[src/rtl/cordic_pkg.sv]
// Shared constants and types for the circular CORDIC units (rotation and vectoring).
// Latency: none (package only).
// Backpressure: not applicable.
package cordic_pkg;

    localparam int ITER  = 16;
    localparam int WIDTH = 16;

    // Angle format: full circle maps to 2^16, so 0x8000 is +/-pi.
    localparam logic [15:0] ANGLE_PI      = 16'h8000;
    localparam logic [15:0] ANGLE_HALF_PI = 16'h4000;

    // Uncompensated CORDIC gain K ~= 1.64676 in Q14.
    localparam logic [15:0] K_GAIN_Q14 = 16'h6965;

    // atan(2^-i) in the 16-bit angle format.
    localparam logic [15:0] ATAN_LUT [0:15] = '{
        16'h2000, 16'h12E4, 16'h09FB, 16'h0511,
        16'h028B, 16'h0146, 16'h00A3, 16'h0051,
        16'h0029, 16'h0014, 16'h000A, 16'h0005,
        16'h0003, 16'h0001, 16'h0001, 16'h0000
    };

    typedef enum logic [1:0] {
        IDLE   = 2'd0,
        ROTATE = 2'd1,
        DONE   = 2'd2
    } state_t;

    // Angles in quadrant II or III lie outside the CORDIC convergence range
    // and are folded by a 180 degree pre-rotation.
    function automatic logic pre_rotate_needed(input logic [15:0] z);
        return z[15] ^ z[14];
    endfunction

endpackage

[src/rtl/cordic_rot_step.sv]
// One circular micro-rotation: direction from the sign of z, arithmetic shifts by 'shift'.
// Latency: purely combinational.
// Backpressure: none; the caller owns all handshaking.
module cordic_rot_step
    import cordic_pkg::*;
(
    input  logic [WIDTH-1:0] x,
    input  logic [WIDTH-1:0] y,
    input  logic [WIDTH-1:0] z,
    input  logic [3:0]       shift,
    input  logic [WIDTH-1:0] atan,
    output logic [WIDTH-1:0] x_nxt,
    output logic [WIDTH-1:0] y_nxt,
    output logic [WIDTH-1:0] z_nxt
);

    logic [WIDTH-1:0] x_sh;
    logic [WIDTH-1:0] y_sh;

    assign x_sh = WIDTH'($signed(x) >>> shift);
    assign y_sh = WIDTH'($signed(y) >>> shift);

    // Rotate toward z = 0: positive residual rotates counter-clockwise, negative clockwise.
    always_comb begin
        x_nxt = x;
        y_nxt = y;
        z_nxt = z;
        if (!z[WIDTH-1]) begin
            x_nxt = x - y_sh;
            y_nxt = y + x_sh;
            z_nxt = z - atan;
        end else begin
            x_nxt = x + y_sh;
            y_nxt = y - x_sh;
            z_nxt = z + atan;
        end
    end

endmodule

[src/rtl/rotation_cordic_iter.sv]
// Folded rotation-mode CORDIC: rotates (X_i, Y_i) by Z_i using one shared micro-rotation stage.
// Latency: accept at edge N, result valid after edge N+16; 18 cycles per result with out_ready high.
// Backpressure: result held in DONE until out_ready; no new input is accepted until then.
module rotation_cordic_iter
    import cordic_pkg::*;
(
    input  logic        clk,
    input  logic        reset,
    input  logic        in_valid,
    output logic        in_ready,
    input  logic [15:0] X_i,
    input  logic [15:0] Y_i,
    input  logic [15:0] Z_i,
    output logic        out_valid,
    input  logic        out_ready,
    output logic [15:0] X_O,
    output logic [15:0] Y_O,
    output logic [15:0] Z_O
);

    state_t      state;
    state_t      state_nxt;
    logic [3:0]  iter;
    logic [15:0] x_r;
    logic [15:0] y_r;
    logic [15:0] z_r;
    logic [15:0] x_s;
    logic [15:0] y_s;
    logic [15:0] z_s;
    logic        accept;
    logic        last_iter;

    // Handshake outputs come straight from the state register.
    assign in_ready  = (state == IDLE);
    assign out_valid = (state == DONE);
    assign accept    = in_valid && in_ready;
    assign last_iter = (iter == 4'(ITER - 1));

    cordic_rot_step u_step (
        .x     (x_r),
        .y     (y_r),
        .z     (z_r),
        .shift (iter),
        .atan  (ATAN_LUT[iter]),
        .x_nxt (x_s),
        .y_nxt (y_s),
        .z_nxt (z_s)
    );

    // State register.
    always_ff @(posedge clk or negedge reset) begin
        if (!reset) begin
            state <= IDLE;
        end else begin
            state <= state_nxt;
        end
    end

    // Next-state decode: IDLE -> ROTATE on accept, ROTATE -> DONE after the last step, DONE -> IDLE on out_ready.
    always_comb begin
        state_nxt = state;
        case (state)
            IDLE:    if (in_valid)  state_nxt = ROTATE;
            ROTATE:  if (last_iter) state_nxt = DONE;
            DONE:    if (out_ready) state_nxt = IDLE;
            default: state_nxt = IDLE;
        endcase
    end

    // Working registers: load pre-rotated operands on accept, then one micro-rotation per cycle.
    always_ff @(posedge clk or negedge reset) begin
        if (!reset) begin
            x_r  <= '0;
            y_r  <= '0;
            z_r  <= '0;
            iter <= '0;
        end else if (accept) begin
            if (pre_rotate_needed(Z_i)) begin
                x_r <= 16'd0 - X_i;
                y_r <= 16'd0 - Y_i;
                z_r <= Z_i + ANGLE_PI;
            end else begin
                x_r <= X_i;
                y_r <= Y_i;
                z_r <= Z_i;
            end
            iter <= '0;
        end else if (state == ROTATE) begin
            x_r  <= x_s;
            y_r  <= y_s;
            z_r  <= z_s;
            iter <= iter + 4'd1;
        end
    end

    // Output registers capture the final micro-rotation and hold until the next result.
    always_ff @(posedge clk or negedge reset) begin
        if (!reset) begin
            X_O <= '0;
            Y_O <= '0;
            Z_O <= '0;
        end else if ((state == ROTATE) && last_iter) begin
            X_O <= x_s;
            Y_O <= y_s;
            Z_O <= z_s;
        end
    end

endmodule

[config.mk]
export PLATFORM = sky130hd
export DESIGN_NAME = rotation_cordic_iter
export DESIGN_NICKNAME = d
export VERILOG_FILES = /design/src/rtl/cordic_pkg.sv /design/src/rtl/cordic_rot_step.sv /design/src/rtl/rotation_cordic_iter.sv
export SDC_FILE = /design/constraint.sdc
export NUM_CORES = 1
export LEC_CHECK = 0
export BUFFER_PORTS_ARGS = -buffer_cell sky130_fd_sc_hd__buf_4
export CAP_MARGIN = 20
export CORE_MARGIN = 2
export CORE_UTILIZATION = 45
export DETAILED_ROUTE_END_ITERATION = 8
export SYNTH_ARGS = -nofsm -noshare
export SYNTH_HDL_FRONTEND = slang
export SYNTH_SLANG_ARGS = --single-unit
[constraint.sdc]
create_clock -name clk -period 6.36 [get_ports clk]
set_input_delay 1.272 -clock clk [delete_from_list [all_inputs] [get_ports clk]]
set_output_delay 1.272 -clock clk [all_outputs]
set_load 0.02 [all_outputs]
==> results of run 1 <==
worst max-delay path: cells and delay by family (launching register included):
kind,cells,cell delay [ns]
flops,1,0.95
simple gates,3,0.42
mux,1,0.57
fa+ha+maj,3,0.96
buf+inv,1,0.28
compound gates,7,1.58
xor+xnor,2,0.38
through the flow:
stage	util (%)	cells
floorplan	-	1038
global route	52.2	1382
CTS	52.1	1381
finish	52.2	1382
detailed placement	50.7	1366
global placement	50.7	1366
layout by cell type (no fill, tap or decap), types with 6 or more instances in the layout:
| master | count |
|---|---|
| o31ai_1 | 6 |
| clkbuf_16 | 9 |
| a31oi_1 | 15 |
| nor2b_1 | 14 |
| mux2_2 | 25 |
| nand2b_1 | 10 |
| nor3_1 | 11 |
| o211ai_1 | 13 |
| mux2i_1 | 20 |
| and2_1 | 6 |
| o21ai_0 | 97 |
| and3_1 | 7 |
| ha_1 | 63 |
| dfrtp_1 | 101 |
| buf_4 | 117 |
| a21oi_1 | 60 |
| or3_1 | 7 |
| a21o_1 | 14 |
| xnor2_1 | 53 |
| a221o_1 | 10 |
| nor2_1 | 75 |
| mux4_2 | 27 |
| a22oi_1 | 34 |
| nand2_1 | 110 |
| o21a_1 | 15 |
| nand3_1 | 7 |
| inv_1 | 30 |
| xor2_1 | 56 |
registers in the layout, indices dropped and copies added (netlist names):
name   flops
X_O       16
Y_O       16
Z_O       16
iter       4
state      2
x_r       16
y_r       16
z_r       16
worst min-delay path by stage:
stage	start	end	slack, ns
5_1_grt	Z_O[4]	Z_O[4]	0.51
6_report	Z_O[0]	Z_O[0]	0.48
2_1_floorplan	z_r[11]	z_r[11]	0.47
4_1_cts	Z_O[12]	Z_O[12]	0.49
3_5_place_dp	Z_O[12]	Z_O[12]	0.47
3_3_place_gp	Z_O[5]	Z_O[5]	0.46
layer usage:
metal | global-route usage (%) | share of wire [%]
met5 | 0 | 0
met4 | 5.63 | 1.5
met3 | 3.58 | 5.2
met2 | 39.4 | 47
met1 | 33.6 | 46
layout make-up:
class | instances | area share (%)
tap | 270 | 3.20
multi-input combinational | 844 | 60.2
clock inverter | 5 | 0.568
inverter | 33 | 1.17
clock buffer | 10 | 2.17
sequential | 102 | 24.2
timing repair buffer | 118 | 8.57
Yosys cell counts, types with 13 or more instances:
master,instances,area share (%)
mux2_2,25,3.0
xnor2_1,53,5.0
nor2b_1,15,1.0
o21ai_0,97,5.2
o211ai_1,13,1.0
a21o_1,14,1.1
dfrtp_1,102,27
a21oi_1,60,3.2
a22oi_1,34,2.7
xor2_1,56,5.3
nand2_1,111,4.5
clkbuf_1,43,1.7
mux4_2,27,6.5
ha_1,63,8.5
nor2_1,76,3.1
o21a_1,15,1.2
inv_1,30,1.2
a31oi_1,15,1.0
mux2i_1,20,2.2
kinds of logic after synthesis:
group,after synthesis,synth area share [%]
AO/OA/AOI/OAI,315,21.7
XOR/XNOR,110,10.5
adder cells (fa/ha/maj),66,9.12
buffers and inverters,92,4.36
flip-flops,102,27.4
multiplexers,76,12.8
AND/OR/NAND/NOR,277,14.0
==> flow_summary.ini, run 1 <==
[outcome]
outcome = finished clean

[synthesis]
synthCells = 1038
ys.flop_type = dfrtp_1
syn_avg_cell_area_um2 = 8.96
synth.yosys.warnings = 0
synth-edff-count = 0
share_of_flip_flops_with_an_asynchronous_set_or_reset_after_synthesis_pct = 100
synthDistinctLibCells = 78
yosysSeqAreaShare_pct = 27.4
synth_nets = 1156
syn-cell-area_um2 = 9300
synth-seq-cells = 102

[clocking]
cts_max_path_bufs = 2
tritoncts_clock_tree = done
path_clk_slew_ns = 0.07
htree_num_levels = 3
cts.sinks = 102
cts-hold-fix-buffers = 0
cts-root-buf = clkbuf_16
cts_setup_buffers = 0
cts_repair_resize_count = 0
clock_latency_ns = 0.36
cts_buffer_count = 9

[setup_path]
critical_path_required_ns = 6.56
end_kind = flop
crit_path_end = z_r[15]
timing.critical_path.slowest_stage_cell = dfrtp_2
path_cells = inv_1 -> ha_1 -> mux4_2 -> ha_1 -> and2_1 -> nor2_1 -> xor2_1 -> ha_1 -> a21o_1 -> a2111oi_0 -> o21ai_0 -> nand2_1 -> o211ai_1 -> a2111o_1 -> a31oi_1 -> xor2_1 -> o21ai_0
critPathLaunchType = flop
timing_worst_setup_path_type = reg -> reg
worst_r2r_endpoint = z_r[15]
crit_path_max_fanout = 34
worst-endpoint-arrival_ns = 5.50
reg2regPathDepth = 17
cp-startpoint = iter[0]
reg2reg_from = iter[0]
cpMostUsedCell = ha_1
max_stage_delay_ns = 0.95
ff2ff_setup_slack_ns = 1.06

[global_route]
grt.total_usage_pct = 24.0
grt_first_pass_wirelength_mm = 42.1
grt.overflow.total = 0
grt_pass1_vias = 7867
number_of_antenna_violations_at_the_first_check_in_global_routing = 0
grt_start_max_net_pins = 81

[die]
die_x_um = 148
pin_count = 102
floorplan.die_area_um2 = 21800
die_height_um = 148
placement_rows = 52
coreArea_um2 = 20200
start_util_pct = 46.0

[final_layout]
area_overhead_vs_synth_pct = 13.6
post_route_cells_drive_above_1_share_pct = 18.4
finish.instance_area_um2 = 10600
multi_input_area_um2 = 6360
seqCellArea_um2 = 2550
final.fill_count = 1941
nNetsFinal = 1226
antenna_cells = 0

[sta]
final.setup_skew_ns = 0.00799
final_period_minus_worst_setup_slack_ns = 5.30
worst_pin_slew_ns = 0.901
finalSetupViolations = 0
pins_over_their_slew_limit = 0
final.setup.tns_ns = 0
final_min_period_over_clock_period_pct = 83.3
timing.final.hold_violations = 0
achievable-frequency_mhz = 189
fin_hold_ws_ns = 0.480
maxSlewHeadroom_pct = 39.9
rsz0062_at_grt = false
worst_slack_ns = 1.06

[routing]
wire_per_inst_um = 18.6
detail_route.wirelength_mm = 25.7
drt_drc_violations_left = 0
antenna_violating_nets_post_route = 0
vias = 8084
detail_route.vias_per_cell = 5.85
detail_route.iter0.violations = 536
dr.pass1.iters = 8

[placed_design]
post_placement_worst_setup_slack_ns = 1.05
final_weighted_congestion_in_routability_driven_placement = 0.941
instance_area_after_placement_um2 = 10300
dpl.hpwl_mm = 18.8
io_buffer_count = 101

[flow_run]
drv_cap = 0

[hold_path]
timing.hold.worst.class = reg -> reg
min_path_cells = 2
Power of run 1 is left out: the tool's default activity adds up to more than one toggle a clock period on the data nets, which glitch-free logic cannot reach.
==> run 2: changes to the inputs <==
ABC_AREA = 1   (was not set)
PLACE_DENSITY = 0.66   (was not set)
clock period = 4.6 ns   (was 6.36 ns; I/O delays follow)
==> flow_summary.ini, run 2 <==
[die]
die_x_um = 150
start_util_pct = 45.7
coreArea_um2 = 21000
pin_count = 102
die_height_um = 150
floorplan.die_area_um2 = 22500
placement_rows = 53

[synthesis]
share_of_flip_flops_with_an_asynchronous_set_or_reset_after_synthesis_pct = 100
synth-seq-cells = 102
yosys-top-cells-area = dfrtp_1, nand2_1, nand3_1
synth_nets = 1559
synth.yosys.warnings = 0
syn_avg_cell_area_um2 = 6.67
synth_area_leader_cell = dfrtp_1
synthCells = 1441
synthDistinctLibCells = 47
synth-edff-count = 0
syn-cell-area_um2 = 9610
ys.flop_type = dfrtp_1
most_numerous_cell_types_in_the_synthesized_netlist = nand2_1, nand3_1, inv_1
yosysSeqAreaShare_pct = 26.6
yosys.area.top_type_share_pct = 26.6
synthMostInstantiatedCell = nand2_1

[setup_path]
worst_r2r_endpoint = y_r[11]
ff2ff_setup_slack_ns = 0.59
crit_path_max_fanout = 15
timing_worst_setup_path_type = reg -> reg
path_cells = inv_2 -> buf_4 -> nand2_1 -> nand2_1 -> nand2_2 -> nand3_1 -> nand2_1 -> nand2_1 -> o21ai_1 -> ha_1 -> nor2_1 -> xor2_1 -> ha_1 -> a21oi_1 -> nand2_1 -> a21oi_1 -> o21ai_0 -> a21oi_1 -> o21ai_0 -> nand2_1 -> nand3_1 -> nand3_1 -> nand2_1
worst-endpoint-arrival_ns = 4.27
timing.critical_path.slowest_stage_cell = dfrtp_1
critPathLaunchType = flop
end_kind = flop
reg2reg_from = iter[0]
reg2regPathDepth = 23
critical_path_required_ns = 4.86
cpMostUsedCell = nand2_1
max_stage_delay_ns = 0.40

[global_route]
number_of_antenna_violations_at_the_first_check_in_global_routing = 0
grt_first_pass_wirelength_mm = 49.5
grt.overflow.total = 0
met2_track_demand_over_resource_in_global_routing_pct = 39.5
grt_most_used_layer = met1
grt_start_max_net_pins = 68
grt.total_usage_pct = 28.2
grt_pass1_vias = 9116
met1_usage_pct = 44.3
globalRouteMet3Util_pct = 4.88

[routing]
antenna_violating_nets_post_route = 0
dr.pass1.iters = 5
drt_drc_violations_left = 0
vias = 9892
wire_per_inst_um = 17.2
detail_route.wirelength_mm = 31.1
detail_route.iter0.violations = 833
detail_route.vias_per_cell = 5.47

[placed_design]
io_buffer_count = 101
final_weighted_congestion_in_routability_driven_placement = 0.995
dpl.hpwl_mm = 24.1

[final_layout]
mostFrequentLayoutCells = nand2_1, nand3_1, buf_4
area_overhead_vs_synth_pct = 14.2
nNetsFinal = 1646
layout.cells.most_common = nand2_1
post_route_cells_drive_above_1_share_pct = 14.1
antenna_cells = 0

[clocking]
htree_num_levels = 3
cts-hold-fix-buffers = 0
path_clk_slew_ns = 0.08
clock_latency_ns = 0.37
tritoncts_clock_tree = done
cts_setup_buffers = 0
cts-root-buf = clkbuf_16
cts_max_path_bufs = 2
cts.sinks = 102
cts_buffer_count = 9
cts_repair_resize_count = 0

[hold_path]
min_path_cells = 2
timing.hold.worst.class = reg -> reg
worst_hold_startpoint = Z_O[2]
timing.hold.worst_endpoint = Z_O[2]

[sta]
rsz0062_at_grt = false
final.setup.tns_ns = 0
achievable-frequency_mhz = 249
maxSlewHeadroom_pct = 53.4
worst_pin_slew_ns = 0.699
pins_over_their_slew_limit = 0
timing.final.hold_violations = 0
final_min_period_over_clock_period_pct = 87.3
finalSetupViolations = 0
final_period_minus_worst_setup_slack_ns = 4.01
final.setup_skew_ns = 0.0128

[flow_run]
drv_cap = 0

[outcome]
outcome = finished clean
## run 2: changes by cell type after synthesis, moves of 16 or more
cell,change
nand2_1,+349
nand3_1,+157
inv_1,+84
a22oi_1,-33
mux4_2,-27
xnor2_1,-27
mux2_2,-25
mux2i_1,-20
clkbuf_1,-16
## run 2: worst max-delay path: cells and delay by family (launching register included)
kind | cells | cell delay, ns
DFF | 1 | 0.40
xor gates and xnor gates | 1 | 0.17
and+or+nand+nor | 12 | 1.05
AOI/OAI and AO/OA | 6 | 1.26
buffers and inverters | 2 | 0.48
adders and majority gates | 2 | 0.55
## run 2: worst max path at each step
stage               to     from  depth (start not counted)
6_report       y_r[11]  iter[0]                         23
5_1_grt        z_r[15]  iter[0]                         24
4_1_cts        y_r[13]  iter[0]                         23
3_5_place_dp   y_r[13]  iter[0]                         23
3_3_place_gp   y_r[13]  iter[0]                         23
2_1_floorplan  z_r[11]  iter[1]                         23
## run 2: cells by family after synthesis
group,after synthesis,synth area share (%)
adders and majority gates,66,8.83
and+or+nand+nor,787,35.5
buffers and inverters,178,7.87
AOI/OAI and AO/OA,221,13.3
DFF,102,26.6
xor gates and xnor gates,87,7.93
## run 2: through the flow
| step | hold slack (ns) | setup slack (ns) | area [um^2] | util [%] | cells |
|---|---|---|---|---|---|
| after floorplan | 0.472 | 0.925 | 9610 | - | 1441 |
| after global placement | 0.465 | 0.753 | 10700 | 50.8 | 1791 |
| after detailed placement | 0.467 | 0.657 | 10700 | 50.8 | 1791 |
| after CTS | 0.491 | 0.631 | 11000 | 52.1 | 1807 |
| after global routing | 0.508 | 0.0938 | 11000 | 52.2 | 1808 |
| final | 0.490 | 0.585 | 11000 | 52.2 | 1808 |
## run 2: per-layer routing
metal  vias to the layer above  wire, um  share of wire [%]
met5                         -         0                  0
met4                         0       545                1.7
met2                       364     12700                 41
met3                        35      2360                7.6
met1                      4588     15600                 50
li1                       4905         -                  -
## run 2: area by class of cell
cell class | count | area [um^2]
Fill cell | 2102 | 10000
Multi-Input combinational cell | 1161 | 6310
Sequential cell | 102 | 2550
Timing Repair Buffer | 133 | 1020
Inverter | 121 | 457
Tap cell | 275 | 344
Clock buffer | 10 | 229
Clock inverter | 6 | 56.3
Power of run 2 is left out for the same reason.
